--- src/rtl/param_stream_ctrl.sv ---
// Parameter ROM read scheduler: issues addresses to a fixed-latency ROM and
// buffers returned words in a small FIFO presented as a valid/ready stream.
module param_stream_ctrl #(
  parameter int DATA_WIDTH  = 32,
  parameter int OUT_DEPTH   = 24,
  parameter int REPEAT      = 1,
  parameter int ROM_LATENCY = 2,
  parameter int ADDR_WIDTH  = $clog2(OUT_DEPTH) + 1
) (
  input  logic                  clk,
  input  logic                  rst,
  input  logic                  start,
  input  logic                  abort,
  output logic                  busy,
  output logic                  done,
  output logic [ADDR_WIDTH-1:0] rom_addr,
  output logic                  rom_ce,
  input  logic [DATA_WIDTH-1:0] rom_q,
  output logic [DATA_WIDTH-1:0] data_out,
  output logic                  data_out_valid,
  input  logic                  data_out_ready
);

  localparam int FIFO_DEPTH = ROM_LATENCY + 1;
  localparam int PTR_W      = $clog2(FIFO_DEPTH);
  localparam int CNT_W      = $clog2(FIFO_DEPTH + 1);
  localparam int PASS_W     = (REPEAT > 1) ? $clog2(REPEAT) : 1;
  localparam int CRD_W      = $clog2(FIFO_DEPTH + ROM_LATENCY + 1) + 1;

  localparam logic [1:0] S_IDLE  = 2'd0;
  localparam logic [1:0] S_RUN   = 2'd1;
  localparam logic [1:0] S_DRAIN = 2'd2;

  logic [1:0]             state, state_nxt;
  logic [ADDR_WIDTH-1:0]  addr;
  logic [PASS_W-1:0]      pass;
  logic [ROM_LATENCY-1:0] vld_pipe;

  logic [DATA_WIDTH-1:0]  mem [FIFO_DEPTH];
  logic [PTR_W-1:0]       wr_ptr, rd_ptr;
  logic [CNT_W-1:0]       count;

  logic [CRD_W-1:0]       inflight, used;
  logic                   issue, last_issue, push, pop, addr_wrap, drain_done;

  assign rom_ce         = 1'b1;
  assign rom_addr       = addr;
  assign busy           = (state == S_RUN) || (state == S_DRAIN);
  assign data_out_valid = (count != '0);
  assign data_out       = data_out_valid ? mem[rd_ptr] : '0;

  assign pop  = data_out_valid && data_out_ready && !abort;
  assign push = vld_pipe[ROM_LATENCY-1] && !abort;

  always_comb begin
    inflight = '0;
    for (int i = 0; i < ROM_LATENCY; i++)
      inflight = inflight + CRD_W'(vld_pipe[i]);
  end

  // A word leaving the FIFO this cycle returns its credit immediately, which
  // is what sustains one issue per clock with only ROM_LATENCY+1 entries.
  assign used  = inflight + CRD_W'(count) - CRD_W'(pop);
  assign issue = (state == S_RUN) && (used < CRD_W'(FIFO_DEPTH));

  assign addr_wrap  = (addr == ADDR_WIDTH'(OUT_DEPTH - 1));
  assign last_issue = issue && addr_wrap && (pass == PASS_W'(REPEAT - 1));

  // Leave DRAIN in the cycle of the final transfer so done lands one cycle later.
  assign drain_done = (state == S_DRAIN) && (vld_pipe == '0) &&
                      ((count == '0) || ((count == CNT_W'(1)) && pop));

  always_comb begin
    state_nxt = state;
    case (state)
      S_IDLE:  if (start)      state_nxt = S_RUN;
      S_RUN:   if (last_issue) state_nxt = S_DRAIN;
      S_DRAIN: if (drain_done) state_nxt = S_IDLE;
      default:                 state_nxt = S_IDLE;
    endcase
  end

  always_ff @(posedge clk or negedge rst) begin
    if (!rst) begin
      state    <= S_IDLE;
      done     <= 1'b0;
      addr     <= '0;
      pass     <= '0;
      vld_pipe <= '0;
      wr_ptr   <= '0;
      rd_ptr   <= '0;
      count    <= '0;
    end else if (abort) begin
      state    <= S_IDLE;
      done     <= 1'b0;
      addr     <= '0;
      pass     <= '0;
      vld_pipe <= '0;
      wr_ptr   <= '0;
      rd_ptr   <= '0;
      count    <= '0;
    end else begin
      state    <= state_nxt;
      done     <= drain_done;
      vld_pipe <= (vld_pipe << 1) | ROM_LATENCY'(issue);
      if (issue) begin
        if (addr_wrap) begin
          addr <= '0;
          pass <= (pass == PASS_W'(REPEAT - 1)) ? '0 : pass + 1'b1;
        end else begin
          addr <= addr + 1'b1;
        end
      end
      if (push)
        wr_ptr <= (wr_ptr == PTR_W'(FIFO_DEPTH - 1)) ? '0 : wr_ptr + 1'b1;
      if (pop)
        rd_ptr <= (rd_ptr == PTR_W'(FIFO_DEPTH - 1)) ? '0 : rd_ptr + 1'b1;
      count <= count + CNT_W'(push) - CNT_W'(pop);
    end
  end

  // Storage needs no reset: data_out is masked whenever the FIFO is empty.
  always_ff @(posedge clk) begin
    if (push)
      mem[wr_ptr] <= rom_q;
  end

endmodule

--- config.mk ---
export PLATFORM = sky130hd
export DESIGN_NAME = param_stream_ctrl
export DESIGN_NICKNAME = d
export VERILOG_FILES = /design/src/rtl/param_stream_ctrl.sv
export SDC_FILE = /design/constraint.sdc
export NUM_CORES = 1
export LEC_CHECK = 0
export ABC_CLOCK_PERIOD_IN_PS = 6000
export CAP_MARGIN = 20
export CORE_AREA = 2 2 87 131
export DETAILED_ROUTE_END_ITERATION = 8
export DIE_AREA = 0 0 89 133
export GPL_ROUTABILITY_DRIVEN = 0
export GPL_TIMING_DRIVEN = 0
export HOLD_SLACK_MARGIN = 0.08
export PLACE_DENSITY = 0.73
export REMOVE_ABC_BUFFERS = 1
export SYNTH_ARGS = -nofsm -noshare
export SYNTH_HDL_FRONTEND = slang
export SYNTH_SLANG_ARGS = --single-unit
export TNS_END_PERCENT = 30
--- constraint.sdc ---
create_clock -name clk -period 6 [get_ports clk]
set_input_delay 1.2 -clock clk [delete_from_list [all_inputs] [get_ports clk]]
set_output_delay 1.2 -clock clk [all_outputs]
set_load 0.1 [all_outputs]
* After elaboration in Yosys (flattened, before gate mapping) *
Memory sizes are Yosys's and may differ from the RTL's.
Index checks and enable logic that the tools add are counted.

word-level totals
  bits in registers = 18
  RAM bits = 96
  input port bits = 37
  output and inout port bits = 42
  word-level logic and storage cells = 76
  memories kept = 1

memories
  name  words  width  rd ports  clocked after memory_dff  write ports  RTL line  RTL
  mem   3      32     1         0                         1            39        logic [DATA_WIDTH-1:0] mem [FIFO_DEPTH];

cells by class
  add/sub/neg operators = 9
  order comparisons = 1
  equality and inequality tests = 9
  multiplexer cells = 24
  bitwise logic cells = 2
  reductions and logical operators = 22

operators with widths
  cell                                                         number
  two-way mux 32 bit                                           1
  two-way mux 2 bit                                            12
  two-way mux 6 bit                                            3
  nonzero test 2 bit                                           5
  logical AND 1 bit                                            9
  inequality test 3 bit (second input constant)                3
  two-way mux 1 bit                                            7
  adder 6 x 1 -> 6 bit (second input constant)                 1
  == test 2 bit (second input constant)                        3
  == test 6 x 5 -> 1 bit (second input constant)               1
  logical NOT 2 bit                                            3
  one-hot mux 2 bit (3 select lines)                           1
  adder 2 x 1 -> 2 bit (second input constant)                 2
  == test 2 x 1 -> 1 bit (second input constant)               2
  less-than comparator 4 x 2 -> 1 bit (second input constant)  1
  subtractor 3 x 1 -> 4 bit                                    1
  adder 2 x 2 -> 3 bit                                         1
  AND reduction 3 bit                                          1
  adder 1 x 1 -> 2 bit                                         1
  adder 2 x 1 -> 2 bit                                         1
  logical OR 1 bit                                             2
  OR 2 x 1 -> 2 bit                                            1
  AND reduction 2 bit                                          1
  subtractor 2 x 1 -> 2 bit                                    1
  other kinds (3)                                              3

* Depth between registers and ports, before layout *
Gate-level depths: netlist of the first run.

  depth after elaboration = 11
  depth in mapped cells = 12
  depth with buffers taken out = 12

* Worst setup path after synthesis of the first run *
OpenSTA, ideal clock, no wires.

  kind = in2reg
  start point = input port abort
  end point = memory mem[1][0] (enable)
  setup time = 0.468 ns
  arrival = 3.798 ns
  required time = 5.532 ns
  slack = 1.734 ns
  cell stages on the path = 2
  path buffers = 0
  cells stage by stage = nand2b_1 -> nor3b_1

between the ends
  word-level cells in the longest chain between the ends = 4

RTL lines
  item                                     RTL line  RTL
  start, declared                          13        input logic abort,
  logical NOT 1 bit                        53        assign push = vld_pipe[ROM_LATENCY-1] && !abort;
  logical AND 1 bit                        53
  two-way mux 1 bit                        124       if (push)
  two-way mux 1 bit (not written as such)  125       mem[wr_ptr] <= rom_q;
  end, declared                            39

No other way between the ends.

* Worst setup path after layout of the first run *
  start point = input port abort
  end point = register addr[4] (netlist: rom_addr[4])

between the ends
  word-level cells in the longest chain between the ends = 6
  elaborated cells on any way between the ends = 7
  classes of those cells = add/sub: 1; order compare: 1; mux: 1; reduce/logical: 4

RTL lines
  item                                 RTL line  RTL
  logical NOT 1 bit                    52        assign pop = data_out_valid && data_out_ready && !abort;
  logical AND 1 bit                    52
  subtractor 3 x 1 -> 4 bit            63        assign used = inflight + CRD_W'(count) - CRD_W'(pop);
  less-than comparator 4 x 2 -> 1 bit  64        assign issue = (state == S_RUN) && (used < CRD_W'(FIFO_DEPTH));
  logical AND 1 bit                    64
  nonzero test 2 bit (no source line)  --
  end signal, assigned                 111       addr <= addr + 1'b1;
  end, declared                        35        logic [ADDR_WIDTH-1:0] addr;

Several ways; a longest one is shown, not always the timed one.
A chain may end at the register's enable or synchronous reset.

==> impl_metrics.json, run 1 <==
{
  "ctsResizeCount": 0,
  "synth.most_common_cell": "edfxtp_1",
  "p_per_area_nw_per_um2": 368,
  "routed_via_density": 4.87,
  "grt_antenna_before_repair": 0,
  "status": "complete, no violations",
  "rsz0062_at_grt": "no",
  "slew_violations": 0,
  "worst_setup_path_end_kind": "flip-flop",
  "grt_pass1_vias": 3048,
  "synth_ff_type": "edfxtp_1",
  "synth_top_area_cell": "edfxtp_1",
  "synth_mux_area_frac": 0.0782,
  "cts_max_path_buffers": 2,
  "cp_data_required_time_ns": 6.28,
  "place_hpwl_microns": 6040,
  "yosys-top-cells-area": "edfxtp_1 (61%), dfrtp_1 (9.0%), mux2i_1 (7.8%)",
  "async_reset_ff_frac": 0.150,
  "drt_iter0_markers": 106,
  "grt_use_met1": 0.185,
  "critPathArrivalTime_ns": 4.50,
  "skew_ns": 0.00850,
  "clk_latency_ns": 0.40,
  "mappedNetlistArea_sq_um": 4730,
  "fin_crit_ns": 4.22,
  "drv_cap": 0,
  "hold_path_class": "reg -> reg",
  "grt_max_degree": 44,
  "filler_cell_count": 898,
  "leakage_nw": 2.24,
  "core-area_sq_um": 10800,
  "worstPathMaxFanout": 22,
  "rrSetupSlack_ns": 2.04,
  "cts_hold_buf": 0,
  "setup_viol": 0,
  "yosysWarnings": 0,
  "synth.distinct_cells": 32,
  "grt_overflow": 0,
  "wl_microns": 9140,
  "power_mw": 2.33,
  "max_freq_mhz": 237,
  "io_pins": 79,
  "cts_inserted_buffers": 17,
  "start_util": 0.437,
  "area_growth_pct": 33.9,
  "synth-adder-area-share": 0.0349,
  "num_vias": 2917,
  "final_util": 0.586,
  "synthCells": 349,
  "firstDrtPassIters": 4,
  "num_antenna_cells": 0,
  "cp-start-kind": "primary input",
  "grt_most_used_layer": "met2",
  "slew_headroom": 0.341,
  "tightestPinTransition_ns": 0.985,
  "die_y_microns": 133,
  "grt_pass1_wl_microns": 14600,
  "multi_input_area_sq_um": 1330,
  "peakVddDrop_mv": 0.321,
  "seqCellArea_sq_um": 3310,
  "met3_usage": 0.0474,
  "post_cts_buffers": 0,
  "finalCritPeriodShare": 0.703,
  "cts_root_buf": "clkbuf_16",
  "pre_cts_slack_ns": 1.37,
  "clk_pin_slew_worst_paths_ns": 0.05,
  "die_w_microns": 89,
  "timing_worst_setup_path_type": "in -> reg",
  "cts.sinks": 113,
  "io_buffers": 77,
  "avgSynthCellArea_sq_um": 13.6,
  "yosys.area_share.simple": 0.0970,
  "finalSetupTns_ns": 0,
  "synth_compound_area_frac": 0.0568,
  "ys_seq_area_frac": 0.699,
  "fin_ws_ns": 1.78,
  "synth_edf_count": 96,
  "synth_seq_cells": 113,
  "synth_xor_area_frac": 0.00925,
  "die_area_sq_um": 11800,
  "cts.htree.levels": 4,
  "synth_top_area_share": 0.609,
  "fin_nets": 488,
  "track_usage": 0.166,
  "hold_violations": 0,
  "fp-row-count": 47,
  "synth_top_family_by_area": "simple AND/OR/NAND/NOR gates",
  "grt_util_met2": 0.284,
  "drc": 0,
  "synthTopCellsByCount": "edfxtp_1 (96), nor2_1 (81), a21oi_1 (37), mux2i_1 (37), dfrtp_1 (17)",
  "drive_above_1_share": 0.108,
  "antenna_left": 0,
  "cts_tree": "done",
  "wl_per_cell_microns": 15.3
}
-- final timing paths --
kind	from	end	cells past startpoint
max in group asynchronous	rst	rd_ptr[1]	1
min in group asynchronous	rst	state[1]	1
max	abort	rom_addr[4]	9
max reg2reg	count[1]	rom_addr[4]	11
min reg2reg	vld_pipe[0]	vld_pipe[1]	2
min	vld_pipe[0]	vld_pipe[1]	2
-- layout make-up --
type                       count  share of cell area
tap                          147              0.0290
multi-input combinational    208               0.210
clock inverter                13              0.0189
timing repair buffer          88               0.144
inverter                      11             0.00651
sequential                   113               0.522
clock buffer                  19              0.0683
-- routing by layer --
| layer | routed length [microns] | part of all wire |
|---|---|---|
| met3 | 385 | 0.042 |
| met5 | 0 | 0 |
| met4 | 148 | 0.016 |
| met2 | 4910 | 0.54 |
| met1 | 3700 | 0.40 |
-- kinds of logic (layout without fill, tap and decap cells) --
kind of cell / count (synthesis) / count (layout)
xor+xnor: 5 / 5
flops: 113 / 113
mux: 37 / 37
fa+ha+maj: 12 / 12
compound gates: 46 / 46
buf+inv: 28 / 131
simple gates: 107 / 107
other cells: 1 / 1
-- layout by cell type, fill, tap and decap left out, drive strengths merged, types with 6 or more instances in the layout --
cell	n
nand2	6
dfrtp	17
clkinv	8
a21oi	39
nand2b	7
mux2i	37
buf	11
inv	11
clkdlybuf4s50	77
clkbuf	19
ha	10
edfxtp	96
nor2	81
-- flip-flops by register name, indices dropped and copies added, names as in the netlist --
name      cells
mem          96
rom_addr      6
count         2
rd_ptr        2
state         2
vld_pipe      2
wr_ptr        2
done          1
-- critical path, stage by stage --
cell,delay [ns]
clkdlybuf4s50_1,0.93
nor2_1,0.16
ha_1,0.32
fa_1,0.40
fa_1,0.53
o21ai_0,0.14
a211oi_4,0.38
a41oi_1,0.16
a311oi_1,0.28
-- through the flow --
step,cell area [sq um],hold WS (ns),std cells
2_1_floorplan,4660,0.494,332
3_3_place_gp,5620,0.518,556
3_5_place_dp,5790,0.520,567
4_1_cts,6340,0.532,599
5_1_grt,6340,0.556,599
6_report,6340,0.534,599
-- where the power goes --
part           total, mW  switching [mW]  internal (mW)  leakage [nW]
Clock              0.921           0.320          0.601         0.267
Combinational      0.507           0.360          0.147         0.877
Sequential         0.904          0.0229          0.882          1.09
Total               2.33           0.702           1.63          2.24
(Power assumes the default switching activity.)
==> inputs of run 2 (changes only) <==
- ABC_CLOCK_PERIOD_IN_PS: 6000 -> 3800
- PLACE_DENSITY: 0.73 -> 0.76
- clock period: 6 -> 3.8 ns (I/O delays scaled with it)
==> impl_metrics.json, run 2 (synthesis gave the netlist of run 1 again) <==
{
  "timing_worst_setup_path_type": "reg -> out",
  "core-area_sq_um": 10800,
  "io_buffers": 77,
  "critPathSlowestCell": "clkdlybuf4s50_1",
  "setup_viol": 0,
  "cts_root_buf": "clkbuf_16",
  "io_pins": 79,
  "r2r_cells": 12,
  "die_y_microns": 133,
  "largest_register_ffs": 96,
  "pre_cts_slack_ns": -0.446,
  "start_util": 0.437,
  "hp-start": "rom_addr[4]",
  "die_w_microns": 89,
  "filler_cell_count": 890,
  "drv_cap": 0,
  "slew_violations": 0,
  "place_hpwl_microns": 6070,
  "num_antenna_cells": 0,
  "rrSetupSlack_ns": 0.48,
  "min_to": "rom_addr[4]",
  "grt_pass1_vias": 3046,
  "instances_no_fill": 600,
  "num_vias": 2963,
  "cp_num_buf_inv": 2,
  "peakVddDrop_mv": 0.485,
  "fin_nets": 490,
  "worst_setup_path_end_kind": "primary output",
  "grt_max_degree": 36,
  "regMostFlops": "mem",
  "critPathArrivalTime_ns": 2.91,
  "wl_microns": 9400,
  "wl_per_cell_microns": 15.7,
  "cp_common_cell": "nor2_1",
  "final_cell_area_sq_um": 6370,
  "dpl_cell_area_sq_um": 5790,
  "drt_iter0_markers": 124,
  "r2r-start": "count[1]",
  "slew_headroom": 0.338,
  "cts_tree": "done",
  "place_inst": 567,
  "fp-row-count": 47,
  "clk_latency_ns": 0.40,
  "hold_path_class": "reg -> reg",
  "slowest_delay_ns": 1.14,
  "skew_ns": 0.0119,
  "leakage_nw": 2.40,
  "cp_data_required_time_ns": 3.04,
  "grt_pass1_wl_microns": 15000,
  "cp-start-kind": "flip-flop",
  "firstDrtPassIters": 4,
  "worstPathMaxFanout": 19,
  "fin_crit_ns": 3.67,
  "drc": 0,
  "grt_antenna_before_repair": 0,
  "cts_max_path_buffers": 2,
  "p_per_area_nw_per_um2": 578,
  "cts_inserted_buffers": 17,
  "tightestPinTransition_ns": 0.989,
  "finalCritPeriodShare": 0.967,
  "cp_cell_sequence": "buf_12 -> mux2i_1 -> nor2_1 -> a21oi_1 -> nor2_1 -> clkdlybuf4s50_1",
  "hold_violations": 0,
  "antenna_left": 0,
  "rsz0062_at_grt": "no",
  "path_delay_family": "buffers and inverters",
  "track_usage": 0.171,
  "layout_commonest_cell": "edfxtp_1",
  "status": "complete, no violations",
  "cts.htree.levels": 4,
  "fin_ws_ns": 0.127,
  "cts.sinks": 113,
  "die_area_sq_um": 11800,
  "routed_via_density": 4.94,
  "max_freq_mhz": 272,
  "mostFrequentLayoutCells": "edfxtp_1 (96), nor2_1 (80), clkdlybuf4s50_1 (67), mux2i_1 (37), a21oi_1 (37)",
  "clk_pin_slew_worst_paths_ns": 0.05,
  "drive_above_1_share": 0.108,
  "area_growth_pct": 34.6,
  "hold_depth": 1,
  "r2r-end": "rom_addr[5]",
  "grt_overflow": 0
}
==> run 2: changes by cell type in the layout (fill, tap and decap cells not counted) <==
cell	previous run	this run
clkdlybuf4s50_1	77	67
dlymetal6s2s_1	0	9
clkinv_1	2	5
clkinv_2	6	3
clkbuf_1	2	0
buf_4	0	1
clkinvlp_4	3	4
dlygate4sd2_1	0	1
nor2_2	0	1
==> run 2: layer usage <==
metal / vias up / global-route usage / share of wire
met5: - / 0 / 0
met1: 1435 / 0.196 / 0.40
li1: 1435 / - / -
met2: 80 / 0.291 / 0.54
met3: 13 / 0.0474 / 0.047
met4: 0 / 0.0746 / 0.018
==> run 2: repair_timing <==
item                       4_1_cts  5_1_grt
gates resized for setup          1        9
pin swaps                        1        0
hold buffers                     0        0
buffers inserted                 1        0
gates cloned                     1        0
setup endpoints to repair        8        9
==> run 2: worst reg2reg max path, delay by kind of cell, from the launching register on <==
| kind | cells | cell delay [ns] |
|---|---|---|
| adders and majority gates | 3 | 1.19 |
| and+or+nand+nor | 5 | 0.62 |
| DFF | 1 | 0.58 |
| AOI/OAI and AO/OA | 2 | 0.52 |
| xor gates and xnor gates | 1 | 0.16 |
| buffers and inverters | 1 | 0.10 |
==> run 2: metrics by stage <==
stage / util / hold WS [ns] / power (mW) / TNS, ns
after floorplan: - / 0.464 / 2.04 / -9.49
after global placement: 0.519 / 0.525 / 2.23 / -288.06
after detailed placement: 0.535 / 0.544 / 2.26 / -3.06
after CTS: 0.587 / 0.553 / 3.73 / 0
after global routing: 0.589 / 0.597 / 3.82 / 0
final: 0.589 / 0.566 / 3.68 / 0
==> run 2: cell type report <==
cell class              count  area (sq um)  area share
flip-flops and latches    113          3310       0.520
multi-input cells         209          1340       0.210
repair buffers             89           945       0.148
clock buffers              17           425      0.0668
well taps                 147           184      0.0289
clock inverters            14           124      0.0194
inverters                  11          41.3     0.00648
==> run 2: worst max path at each step <==
stage,from,to,slack [ns],cells past startpoint
finish,rd_ptr[0],data_out[15],0.13,6
global route,rd_ptr[0],data_out[15],0.002,6
CTS,rd_ptr[0],data_out[17],0.04,6
detailed placement,abort,rom_addr[4],-0.45,9
global placement,abort,mem[1][9],-2.80,3
floorplan,count[1],rom_addr[4],-1.05,11
==> run 2: power by group <==
part           switching (mW)  internal (mW)
combinational           0.567          0.234
sequential             0.0424           1.39
clock                   0.509          0.941
